<file path="config.mk">
export PLATFORM = sky130hd
export DESIGN_NAME = status_vector_ctrl_flat
export DESIGN_NICKNAME = d
export VERILOG_FILES = /design/src/rtl/status_vector_pkg.sv /design/src/rtl/status_vector_ctrl_if.sv /design/src/rtl/status_vector_rr_arb.sv /design/src/rtl/status_vector_ctrl.sv /design/src/flat_wrapper.sv
export SDC_FILE = /design/constraint.sdc
export NUM_CORES = 1
export LEC_CHECK = 0
export CELL_PAD_IN_SITES_DETAIL_PLACEMENT = 1
export CELL_PAD_IN_SITES_GLOBAL_PLACEMENT = 1
export CORE_MARGIN = 5
export CORE_UTILIZATION = 34
export DETAILED_ROUTE_END_ITERATION = 8
export GPL_TIMING_DRIVEN = 0
export PLACE_DENSITY = 0.86
export RECOVER_POWER = 100
export SLEW_MARGIN = 20
export SYNTH_ARGS = -nofsm -noshare
export SYNTH_HDL_FRONTEND = slang
export SYNTH_HIERARCHICAL = 1
export SYNTH_SLANG_ARGS = --single-unit
</file>
<file path="constraint.sdc">
create_clock -name clk_i -period 3.35 [get_ports clk_i]
set_clock_uncertainty 0.05 [all_clocks]
set_input_delay 0.335 -clock clk_i [delete_from_list [all_inputs] [get_ports clk_i]]
set_output_delay 0.335 -clock clk_i [all_outputs]
set_load 0.01 [all_outputs]
</file>
<file path="src/rtl/status_vector_pkg.sv">
// Shared definitions for the status vector controller: FSM state type,
// push/pull command encodings and the count-width helper.
// Optional feature macro: STATUS_VECTOR_SET_LAST_EN (set-last command path).
package status_vector_pkg;

  typedef enum logic {
    RUN   = 1'b0,
    FLUSH = 1'b1
  } state_e;

  // {push, pull} command pairs as seen by the count update
  localparam logic [1:0] NN = 2'b00;
  localparam logic [1:0] NP = 2'b01;
  localparam logic [1:0] PN = 2'b10;
  localparam logic [1:0] PP = 2'b11;

  // Set-last support of the downstream vector follows the build option
`ifdef STATUS_VECTOR_SET_LAST_EN
  localparam bit SET_EN = 1'b1;
`else
  localparam bit SET_EN = 1'b0;
`endif

  // Bits needed to hold a count in the range 0..depth inclusive
  function automatic int unsigned cnt_width(input int unsigned depth);
    return $clog2(depth + 1);
  endfunction

endpackage

</file>
<file path="src/rtl/status_vector_ctrl_if.sv">
// Requester-side handshake bundle of the status vector controller.
// master: the requesters (drive requests); slave: the controller.
interface status_vector_ctrl_if #(
  parameter int NREQ  = 2,
  parameter int WIDTH = 2
);

  logic [NREQ-1:0]       push_req_i;
  logic [NREQ*WIDTH-1:0] push_value_i;
  logic [NREQ-1:0]       push_gnt_o;
  logic                  pull_req_i;
  logic                  pull_ack_o;
  logic                  flush_i;

  modport master (
    output push_req_i,
    output push_value_i,
    output pull_req_i,
    output flush_i,
    input  push_gnt_o,
    input  pull_ack_o
  );

  modport slave (
    input  push_req_i,
    input  push_value_i,
    input  pull_req_i,
    input  flush_i,
    output push_gnt_o,
    output pull_ack_o
  );

endinterface

</file>
<file path="src/rtl/status_vector_rr_arb.sv">
// Round-robin arbiter for the push requesters. The grant is combinational;
// the priority pointer only advances (to granted index + 1) on accept_i.
module status_vector_rr_arb #(
  parameter int NREQ = 2
) (
  input  logic            clk_i,
  input  logic            rst_i,
  input  logic [NREQ-1:0] req_i,
  input  logic            accept_i,
  output logic [NREQ-1:0] gnt_o
);

  localparam int unsigned N  = NREQ;
  localparam int unsigned PW = (NREQ > 1) ? $clog2(NREQ) : 1;

  logic [PW-1:0] ptr_q;
  logic [PW-1:0] ptr_d;

  // Search requesters starting at the pointer; first one found wins
  always_comb begin
    int unsigned idx;
    logic        found;
    gnt_o = '0;
    ptr_d = ptr_q;
    found = 1'b0;
    idx   = 0;
    for (int unsigned i = 0; i < N; i++) begin
      idx = (32'(ptr_q) + i) % N;
      if (!found && req_i[idx]) begin
        found      = 1'b1;
        gnt_o[idx] = 1'b1;
        ptr_d      = (idx == N - 1) ? '0 : PW'(idx + 1);
      end
    end
  end

  // Priority pointer register, moved only when the push is taken
  always_ff @(posedge clk_i) begin
    if (rst_i) begin
      ptr_q <= '0;
    end else if (accept_i) begin
      ptr_q <= ptr_d;
    end
  end

endmodule

</file>
<file path="src/rtl/status_vector_ctrl.sv">
// Status vector controller: arbitrates pushes, accepts pulls, tracks the
// entry count and drives registered push/pull commands to the vector.
// A level flush request drains the vector one entry per cycle.
// Optional feature macro: STATUS_VECTOR_SET_LAST_EN adds the set-last path
// (set_req_i/set_value_i in, set_o/set_value_o out).
module status_vector_ctrl
  import status_vector_pkg::*;
#(
  parameter int DEPTH = 8,
  parameter int WIDTH = 2,
  parameter int NREQ  = 2
) (
  input  logic                          clk_i,
  input  logic                          rst_i,
  status_vector_ctrl_if.slave           bus,
  output logic                          push_o,
  output logic                          pull_o,
  output logic [WIDTH-1:0]              value_o,
  output logic                          empty_o,
  output logic [DEPTH-1:0]              valid_mask_o,
  output logic [cnt_width(DEPTH)-1:0]   count_o,
  output logic                          full_o,
  output logic                          busy_o
`ifdef STATUS_VECTOR_SET_LAST_EN
  ,
  input  logic                          set_req_i,
  input  logic [WIDTH-1:0]              set_value_i,
  output logic                          set_o,
  output logic [WIDTH-1:0]              set_value_o
`endif
);

  localparam int unsigned      CW      = cnt_width(DEPTH);
  localparam logic [CW-1:0]    DEPTH_C = CW'(DEPTH);

  state_e            state_q;
  state_e            state_d;
  logic [CW-1:0]     cnt_q;
  logic [CW-1:0]     cnt_d;
  logic [NREQ-1:0]   arb_gnt;
  logic              push_acc;
  logic              pull_acc;
  logic              flush_pull;
  logic              pull_do;
  logic [WIDTH-1:0]  push_val;
  logic [DEPTH-1:0]  mask_d;

  status_vector_rr_arb #(
    .NREQ (NREQ)
  ) u_arb (
    .clk_i    (clk_i),
    .rst_i    (rst_i),
    .req_i    (bus.push_req_i),
    .accept_i (push_acc),
    .gnt_o    (arb_gnt)
  );

  // FSM state register
  always_ff @(posedge clk_i) begin
    if (rst_i) begin
      state_q <= RUN;
    end else begin
      state_q <= state_d;
    end
  end

  // Next state and acceptance decisions
  always_comb begin
    state_d    = state_q;
    pull_acc   = 1'b0;
    push_acc   = 1'b0;
    flush_pull = 1'b0;
    unique case (state_q)
      RUN: begin
        pull_acc = bus.pull_req_i && (cnt_q != '0);
        // A same-cycle pull frees the slot, so a full vector still takes a push
        push_acc = (|bus.push_req_i) && ((cnt_q < DEPTH_C) || pull_acc);
        if (bus.flush_i) begin
          state_d = FLUSH;
        end
      end
      FLUSH: begin
        flush_pull = (cnt_q != '0);
        if ((cnt_q == '0) && !bus.flush_i) begin
          state_d = RUN;
        end
      end
      default: state_d = RUN;
    endcase
  end

  assign pull_do        = pull_acc | flush_pull;
  assign bus.push_gnt_o = push_acc ? arb_gnt : '0;
  assign bus.pull_ack_o = pull_acc;

  // Value of the granted requester
  always_comb begin
    push_val = '0;
    for (int unsigned k = 0; k < NREQ; k++) begin
      if (arb_gnt[k]) begin
        push_val = bus.push_value_i[k*WIDTH +: WIDTH];
      end
    end
  end

  // Count update from the accepted push/pull pair
  always_comb begin
    cnt_d = cnt_q;
    unique case ({push_acc, pull_do})
      PN:     cnt_d = cnt_q + CW'(1);
      NP:     cnt_d = cnt_q - CW'(1);
      NN, PP: cnt_d = cnt_q;
    endcase
  end

  // Thermometer of the current count, registered to follow the vector
  always_comb begin
    mask_d = '0;
    for (int unsigned i = 0; i < DEPTH; i++) begin
      mask_d[i] = (CW'(i) < cnt_q);
    end
  end

  // Registered commands, count and vector-aligned occupancy
  always_ff @(posedge clk_i) begin
    if (rst_i) begin
      push_o       <= 1'b0;
      pull_o       <= 1'b0;
      value_o      <= '0;
      cnt_q        <= '0;
      valid_mask_o <= '0;
      empty_o      <= 1'b1;
    end else begin
      push_o       <= push_acc;
      pull_o       <= pull_do;
      value_o      <= push_acc ? push_val : '0;
      cnt_q        <= cnt_d;
      valid_mask_o <= mask_d;
      empty_o      <= (cnt_q == '0);
    end
  end

  assign count_o = cnt_q;
  assign full_o  = (cnt_q == DEPTH_C);
  assign busy_o  = (state_q == FLUSH);

`ifdef STATUS_VECTOR_SET_LAST_EN
  logic set_ok;
  assign set_ok = SET_EN && set_req_i && (cnt_q != '0) && (state_q == RUN);

  // Registered set-last command, only while entries exist and not flushing
  always_ff @(posedge clk_i) begin
    if (rst_i) begin
      set_o       <= 1'b0;
      set_value_o <= '0;
    end else begin
      set_o       <= set_ok;
      set_value_o <= set_ok ? set_value_i : '0;
    end
  end
`endif

endmodule

</file>
<file path="src/flat_wrapper.sv">
// flat-port wrapper written by rule: the top's interface ports become plain ports
module status_vector_ctrl_flat import status_vector_pkg::*;
#(
  parameter int DEPTH = 8,
  parameter int WIDTH = 2,
  parameter int NREQ  = 2
)
  (clk_i, rst_i, push_o, pull_o, value_o, empty_o, valid_mask_o, count_o, full_o, busy_o, bus_push_req_i, bus_push_value_i, bus_pull_req_i, bus_flush_i, bus_push_gnt_o, bus_pull_ack_o);
  status_vector_ctrl_if #(.NREQ(NREQ), .WIDTH(WIDTH)) bus_i ();
  input  logic clk_i;
  input  logic rst_i;
  output logic push_o;
  output logic pull_o;
  output logic [WIDTH-1:0] value_o;
  output logic empty_o;
  output logic [DEPTH-1:0] valid_mask_o;
  output logic [cnt_width(DEPTH)-1:0] count_o;
  output logic full_o;
  output logic busy_o;
  input wire logic [$bits(bus_i.push_req_i)-1:0] bus_push_req_i;
  input wire logic [$bits(bus_i.push_value_i)-1:0] bus_push_value_i;
  input wire logic [$bits(bus_i.pull_req_i)-1:0] bus_pull_req_i;
  input wire logic [$bits(bus_i.flush_i)-1:0] bus_flush_i;
  output wire logic [$bits(bus_i.push_gnt_o)-1:0] bus_push_gnt_o;
  output wire logic [$bits(bus_i.pull_ack_o)-1:0] bus_pull_ack_o;
  assign bus_i.push_req_i = bus_push_req_i;
  assign bus_i.push_value_i = bus_push_value_i;
  assign bus_i.pull_req_i = bus_pull_req_i;
  assign bus_i.flush_i = bus_flush_i;
  assign bus_push_gnt_o = bus_i.push_gnt_o;
  assign bus_pull_ack_o = bus_i.pull_ack_o;
  status_vector_ctrl #(.DEPTH(DEPTH), .WIDTH(WIDTH), .NREQ(NREQ)) u_core (.clk_i(clk_i), .rst_i(rst_i), .bus(bus_i), .push_o(push_o), .pull_o(pull_o), .value_o(value_o), .empty_o(empty_o), .valid_mask_o(valid_mask_o), .count_o(count_o), .full_o(full_o), .busy_o(busy_o));
endmodule
</file>
# Word-level counts from Yosys, hierarchy flattened
# Cells that the tools add are included.
word_totals:
  regBits: 19
  in_bits: 10
  output_inout_bits: 22
  wordCells: 75
classes:
  add_sub_neg: 4
  order_cmp: 13
  eq_ne: 4
  mux: 25
  bitwise: 4
  n_reduce_logical: 17
ops:
  columns: ["operator", "count"]
  rows:
  - ["3-bit by 4-bit less-than comparator with 1-bit output, first input constant", 4]
  - ["1-bit 2-to-1 mux", 16]
  - ["2-bit 2-to-1 mux", 5]
  - ["1-bit by 4-bit less-than comparator with 1-bit output, first input constant", 2]
  - ["2-bit by 4-bit less-than comparator with 1-bit output, first input constant", 2]
  - ["4-bit case mux with 2 select lines", 1]
  - ["1-bit logical AND", 6]
  - ["2-bit OR reduction", 3]
  - ["4-bit by 1-bit adder with 4-bit output, second input constant", 1]
  - ["2-bit equality test, second input constant", 2]
  - ["4-bit equality test, second input constant", 1]
  - ["4-bit zero test", 1]
  - ["1-bit by 2-bit less-than comparator with 1-bit output, second input constant", 2]
  - ["4-bit less-than comparator, second input constant", 1]
  - ["4-bit nonzero test", 1]
  - ["4-bit by 1-bit subtractor with 4-bit output, second input constant", 1]
  - ["1-bit adder, second input constant", 2]
  - ["1-bit demux with 1-bit select", 2]
  - ["2-bit by 1-bit equality test with 1-bit output, second input constant", 1]
  - ["1-bit >= comparator, second input constant", 2]
  - ["1-bit zero test", 2]
  - ["2-bit zero test", 1]
  - ["1-bit NOT", 2]
  - ["2-bit bitwise OR", 1]
  - ["5 further kinds", 5]

# Longest topological paths before layout
# Gate-level depths: netlist of run 1.
depth:
  word_depth: 9
  depth_mapped: 6
  ltp_nobuf: 6

# Modules after synthesis
# The synthesis of run 1 kept the hierarchy.
by_module_without_submodules:
  columns: ["module", "n_inst", "cells_per_inst", "area_per_inst_um2", "seq_area_each_um2"]
  rows:
  - ["status_vector_ctrl", 1, 91, 837.1, 360.3]
  - ["status_vector_rr_arb", 1, 7, 65.1, 20.0]

# Worst setup path before layout of run 1
# OpenSTA, ideal clock, no wires.
synth_path:
  kind: "register -> register"
  start: "register u_core.cnt_q[1], in the netlist u_core/count_o[1]"
  end: "register u_core.cnt_q[2], in the netlist u_core/count_o[2]"
  setup_time_ns: 0.121
  arrival_time_ns: 1.853
  required_ns: 3.179
  setup_slack_ns: 1.326
  path_stages_with_launch: 7
  n_path_buf: 0
  period_less_slack_ns: 2.024
  path_cell_list: "dfxtp_1 -> inv_1 -> ha_1 -> or3b_4 -> a2111oi_4 -> a22oi_1 -> mux2_4"
synth_between:
  elab_chain_len: 7
  word_cells_on_any_way: 17
  classes_between: "add/sub: 2; order compare: 1; eq/ne: 3; mux: 4; bitwise: 1; reduce/logical: 6"
synth_rtl:
  columns: ["element", "line_no", "rtl"]
  rows:
  - ["start, declared", "status_vector_ctrl.sv:38", "logic [CW-1:0] cnt_q;"]
  - ["start signal, assigned", "status_vector_ctrl.sv:137", "cnt_q <= cnt_d;"]
  - ["parallel branches: the longest is 7 deep, another holds 4-bit less-than comparator", null, null]
# Parallel ways; which one is timed is not known.
# A chain may end at the register's enable or synchronous reset.

# Worst setup path in the final report of run 1
layout_path:
  start: "input bus_pull_req_i"
  end: "output bus_push_gnt_o[0]"
layout_between:
  elab_chain_len: 5
layout_rtl:
  columns: ["element", "line_no", "rtl"]
  rows:
  - ["start, declared", "flat_wrapper.sv:22", "input wire logic [$bits(bus_i.pull_req_i)-1:0] bus_pull_req_i;"]
  - ["1-bit logical AND", "status_vector_ctrl.sv:75", "pull_acc = bus.pull_req_i && (cnt_q != '0);"]
  - ["1-bit logical OR", "status_vector_ctrl.sv:77", "push_acc = (|bus.push_req_i) && ((cnt_q < DEPTH_C) || pull_acc);"]
  - ["1-bit logical AND", "status_vector_ctrl.sv:77", null]
  - ["1-bit 2-to-1 mux", "status_vector_ctrl.sv:73", "unique case (state_q)"]
  - ["net u_core.push_acc", "status_vector_ctrl.sv:41", "logic push_acc;"]
  - ["2-bit 2-to-1 mux", "status_vector_ctrl.sv:93", "assign bus.push_gnt_o = push_acc ? arb_gnt : '0;"]
  - ["end, declared", "flat_wrapper.sv:24", "output wire logic [$bits(bus_i.push_gnt_o)-1:0] bus_push_gnt_o;"]
# The timed path passes the listed nets, and every way through them passes these cells.

==> results_dict.tcl, run 1 <==
set metrics [dict create \
    crit_required_ns 2.96 \
    ios 32 \
    r2r_end "u_core/count_o[2]$_SDFFE_PP0N_" \
    cts_tree "yes" \
    die_h_um 61.5 \
    worstHoldStart "u_core/count_o[1]$_SDFFE_PP0N_" \
    final_cell_mix "dlygate4sd3_1 (23), dfxtp_1 (19), nor2_1 (14), clkdlybuf4s50_1 (8), inv_1 (7)" \
    max_stage_delay_ns 0.62 \
    timing.final.max_slew_violations 0 \
    layout_min_cycle_time_ns 2.79 \
    hold_path_depth 2 \
    worstPathCellList "dlygate4sd3_1, nor2b_2, or3_1, inv_1, and2_1, dlygate4sd3_1" \
    dp_cells 159 \
    numCtsBuffers 3 \
    yosys.area_share.adder 0.0666 \
    start_util 0.361 \
    rr_worst_depth 6 \
    antenna_found_initial 0 \
    finalHoldViolations 0 \
    cts_setup_buffers 0 \
    synth_top_area_frac 0.422 \
    crit_family "buffers and inverters" \
    post_dp_cell_area_um2 1250 \
    crit_path_max_fanout 7 \
    cp-start-kind "input pin" \
    layout.cells.non_filler 163 \
    ys_seq_area_frac 0.422 \
    syn_inst 98 \
    wl_per_cell_um 12.8 \
    max_clock_freq_ghz 0.359 \
    finalInstanceArea_um2 1260 \
    nNetsFinal 148 \
    avgSynthCellArea_um2 9.21 \
    dr.pass1.iters 3 \
    syn-num-nets 112 \
    max_cap_viol_count 0 \
    syn_area_um2 902 \
    relSlewSlack 0.405 \
    power.total_mw 0.966 \
    cp.depth 6 \
    synth-edff-count 0 \
    setup_slack_ns 0.565 \
    antenna_left 0 \
    hold_buffers 0 \
    yosys_warnings 6 \
    rrSetupSlack_ns 0.66 \
    critPathSlowestCell "dlygate4sd3_1" \
    synth_seq_cells 19 \
    dpl.hpwl_um 1650 \
    globalplace.congestion 0.780 \
    leakagePower_nw 0.546 \
    layout_commonest_cell "dlygate4sd3_1" \
    worst_slew_pin_slew_ns 0.870 \
    status "finished, final reports clean" \
    die-area_um2 3780 \
    ys.flop_type "dfxtp_1" \
    synth_simple_gate_area_frac 0.247 \
    syn2layout_area_growth_pct 39.3 \
    drc 0 \
    end_kind "output port" \
    async_reset_ff_frac 0 \
    timing.setup.tns_ns 0 \
    whs_endpoint "u_core/count_o[1]$_SDFFE_PP0N_" \
    cp_common_cell "dlygate4sd3_1" \
    synth-xor-area-share 0.00971 \
    finalCritPeriodShare 0.831 \
    via_per_inst 4.84 \
    critPathBufInv 3 \
    synth_top_family_by_area "simple AND/OR/NAND/NOR gates" \
    grt_pass1_wl_um 3580 \
    drtIter0Drc 14 \
    portBuffers 31 \
    synth_compound_area_frac 0.160 \
    clock-sinks 19 \
    vias 789 \
    fp.dieW_um 61.5 \
    synth_area_leaders "dfxtp_1 (42%), nor2_1 (5.8%), ha_1 (5.5%)" \
    setup_viol 0 \
    drt-total-wl_um 2080 \
    clock_path_buffers 2 \
    pre_cts_slack_ns 0.676 \
    worstPathArrival_ns 2.40 \
    rsz0062_at_grt "no" \
    vdd_drop_max_mv 0.384 \
    muxShareOfSynthArea 0.0402 \
    placementRows 18 \
    cts_resized 0 \
    grt_pass1_vias 809 \
    hold_path_class "flop to flop" \
    clk_latency_ns 0.30 \
    htree_levels 1 \
    antenna_cells 0 \
    r2r-start "u_core/count_o[1]$_SDFFE_PP0N_" \
    grt_usage 0.127 \
    grt_max_degree 12 \
    critical_path_class "input pin to output port" \
    powerDensity_nw_per_um2 769 \
    root_buffer "clkbuf_4" \
    ys_types 40 \
    drive_gt1_frac 0.0827 \
    yosysTopAreaCell "dfxtp_1" \
    fp.coreArea_um2 2500 \
    path_clk_slew_ns 0.11 \
    globalRouteOverflowTotal 0 \
]
==> registers in the layout (all words and copies together), names as in the netlist <==
signal,flops
u_core/push_o,1
u_core/valid_mask_o,8
u_core/busy_o,1
u_core/empty_o,1
u_core/pull_o,1
u_core/u_arb/ptr_q,1
u_core/count_o,4
u_core/value_o,2
==> cells by family after synthesis <==
logic type / Yosys count
xor gates and xnor gates: 1
adders and majority gates: 5
muxes: 3
and+or+nand+nor: 40
AOI/OAI and AO/OA: 18
DFF: 19
buffers and inverters: 12
==> through the flow <==
| step | hold slack, ns | utilization |
|---|---|---|
| 2_1_floorplan | 0.347 | - |
| 3_3_place_gp | 0.511 | 0.500 |
| 3_5_place_dp | 0.533 | 0.500 |
| 4_1_cts | 0.551 | 0.511 |
| 5_1_grt | 0.568 | 0.503 |
| 6_report | 0.549 | 0.503 |
==> layout make-up <==
| type | count | area [µm²] |
|---|---|---|
| flip-flops and latches | 19 | 380 |
| clock buffers | 3 | 22.5 |
| plain buffers | 5 | 23.8 |
| clock inverters | 1 | 5.00 |
| well taps | 30 | 37.5 |
| multi-input cells | 67 | 450 |
| repair buffers | 31 | 310 |
| inverters | 7 | 26.3 |
| fillers | 303 | 1240 |
==> synth_stat cells (2+ instances only) <==
cell and number:
dfxtp_1 19, nor2_1 14, inv_1 6, a21oi_1 5
ha_1 4, nor3_1 4, nor3b_1 4, a22oi_1 3
and2_1 3, nor2b_1 3, a21boi_0 2, clkbuf_1 2
nand2b_1 2
==> power by group <==
group	internal (mW)	switching [mW]	total, mW
combinational	0.258	0.251	0.509
clock	0.0444	0.0736	0.118
sequential	0.298	0.0410	0.339
==> layer usage <==
layer,track usage,up-vias,part of all wire
met4,0.0545,0,0.0038
met2,0.206,24,0.48
met1,0.151,356,0.43
met5,0,-,0
li1,-,407,-
met3,0.0440,2,0.084
==> worst max path at each step <==
stage                                   startpoint                             end
floorplan           u_core/count_o[1]$_SDFFE_PP0N_  u_core/count_o[2]$_SDFFE_PP0N_
global placement                    bus_pull_req_i               bus_push_gnt_o[0]
detailed placement                  bus_pull_req_i               bus_push_gnt_o[0]
CTS                                 bus_pull_req_i               bus_push_gnt_o[0]
global route                        bus_pull_req_i               bus_push_gnt_o[1]
finish                              bus_pull_req_i               bus_push_gnt_o[0]
==> tightest hold or removal path, stage by stage, from the launching register on <==
cell      delay (ns)
dfxtp_1         0.38
o21ai_0         0.09
a221oi_1        0.08
Power figures use the tool's default switching activity.
==> run 2: changes to the inputs <==
CORE_UTILIZATION = 32   (was 34)
PLACE_DENSITY = 0.82   (was 0.86)
clock period = 2.6 ns   (was 3.35 ns; I/O delays follow)
==> run 2 against run 1 <==
  * Register-to-register slack got worse by 0.43 ns
  * Final area rose by 0.80%
  * Critical path depth decreased by 1
  * Total power up 31%
  * Non-clock buffer count did not move
==> results_dict.tcl, run 2 (synthesized netlist as in run 1, its figures left out) <==
set metrics [dict create \
    cp-start-kind "flop" \
    cts_setup_buffers 0 \
    wl_per_cell_um 14.1 \
    hold_path_class "input pin to flop" \
    critical_path_class "flop to output port" \
    drc 0 \
    portBuffers 31 \
    grt_max_degree 12 \
    htree_levels 1 \
    worstPathArrival_ns 2.11 \
    grt_pass1_vias 910 \
    crit_required_ns 2.29 \
    cts_tree "yes" \
    vdd_drop_max_mv 0.525 \
    syn2layout_area_growth_pct 40.4 \
    layout_min_cycle_time_ns 2.42 \
    vias 828 \
    clock-sinks 19 \
    antenna_found_initial 0 \
    top_register "u_core/valid_mask_o" \
    relSlewSlack 0.456 \
    path_clk_slew_ns 0.11 \
    ios 32 \
    nNetsFinal 148 \
    layout_commonest_cell "dlygate4sd3_1" \
    max_cap_viol_count 0 \
    grt_pass1_wl_um 4150 \
    finalHoldViolations 0 \
    globalRouteOverflowTotal 0 \
    worstHoldStart "bus_pull_req_i" \
    n_fill_cell 339 \
    die-area_um2 3980 \
    powerDensity_nw_per_um2 998 \
    cp-startpoint "u_core/count_o[0]$_SDFFE_PP0N_" \
    via_per_inst 5.05 \
    largest_reg_flops 8 \
    placementRows 19 \
    numCtsBuffers 3 \
    grt_usage 0.131 \
    fp.coreArea_um2 2730 \
    r2r-start "u_core/count_o[1]$_SDFFE_PP0N_" \
    globalplace.congestion 0.781 \
    antenna_left 0 \
    drtIter0Drc 9 \
    start_util 0.330 \
    dr.pass1.iters 2 \
    die_h_um 63.1 \
    final_cell_mix "dlygate4sd3_1 (20), dfxtp_1 (19), nor2_1 (14), clkdlybuf4s50_1 (10), inv_1 (6)" \
    root_buffer "clkbuf_4" \
    max_clock_freq_ghz 0.413 \
    leakagePower_nw 0.550 \
    setup_slack_ns 0.178 \
    end_kind "output port" \
    finalInstanceArea_um2 1270 \
    clk_latency_ns 0.30 \
    drt-total-wl_um 2320 \
    worst_slew_pin_slew_ns 0.807 \
    pre_cts_slack_ns 0.0307 \
    post_dp_cell_area_um2 1250 \
    rsz0062_at_grt "no" \
    timing.setup.tns_ns 0 \
    setup_viol 0 \
    clock_path_buffers 2 \
    dpl.hpwl_um 1800 \
    drive_gt1_frac 0.0977 \
    fp.dieW_um 63.1 \
    antenna_cells 0 \
    status "finished, final reports clean" \
    timing.final.max_slew_violations 0 \
    finalCritPeriodShare 0.932 \
    crit_path_max_fanout 7 \
]
## run 2: cell count changes in the layout (fill, tap and decap cells not counted), sizes merged
cell / change
clkdlybuf4s50: +2
dlymetal6s2s: +1
dlygate4sd3: -3
## run 2: report_power, final
group          internal, mW  switching, mW  total [mW]
clock                0.0574         0.0938       0.151
sequential            0.384         0.0530       0.437
combinational         0.340          0.336       0.676
## run 2: final timing paths
path                                                        end  slack [ns]  cells past startpoint
worst min register to register  u_core/u_arb/ptr_q$_SDFFE_PP0P_        0.54                      2
worst max register to register   u_core/count_o[2]$_SDFFE_PP0N_        0.23                      6
worst max-delay path                             bus_pull_ack_o        0.18                      5
worst min-delay path             u_core/count_o[1]$_SDFFE_PP0N_        0.48                      4
## run 2: layer usage
metal | vias to the layer above | GRT usage | part of all wire
met5 | - | 0 | 0
met2 | 25 | 0.228 | 0.50
met3 | 5 | 0.0426 | 0.075
met1 | 391 | 0.136 | 0.40
met4 | 0 | 0.0716 | 0.023
li1 | 407 | - | -
## run 2: repair_timing
action / CTS / global route
hold endpoints to repair: 0 / 0
hold buffers: 0 / 0
endpoints found under the setup margin: 0 / 2
gates resized for setup: 0 / 2
## run 2: area by class of cell
class / instances / area (µm²) / area share
clock inverter: 1 / 5.00 / 0.00395
inverter: 7 / 26.3 / 0.0208
timing repair buffer: 31 / 313 / 0.247
tap: 31 / 38.8 / 0.0306
clock buffer: 3 / 22.5 / 0.0178
multi-input combinational: 67 / 457 / 0.361
buffer: 5 / 23.8 / 0.0188
sequential: 19 / 380 / 0.300
## run 2: through the flow
step,total power [mW],utilization,hold WS (ns),cells
3_3_place_gp,1.17,0.458,0.505,160
3_5_place_dp,1.20,0.458,0.534,160
5_1_grt,1.39,0.463,0.518,164
2_1_floorplan,0.880,-,0.272,98
6_report,1.26,0.463,0.475,164
4_1_cts,1.36,0.468,0.490,164
## run 2: worst max-delay path, cell delays in order (launching register included)
cell and delay (ns):
dfxtp_1 0.48, inv_1 0.11, ha_1 0.25, nor3b_1 0.17
nor3b_1 0.22, clkdlybuf4s50_1 0.58
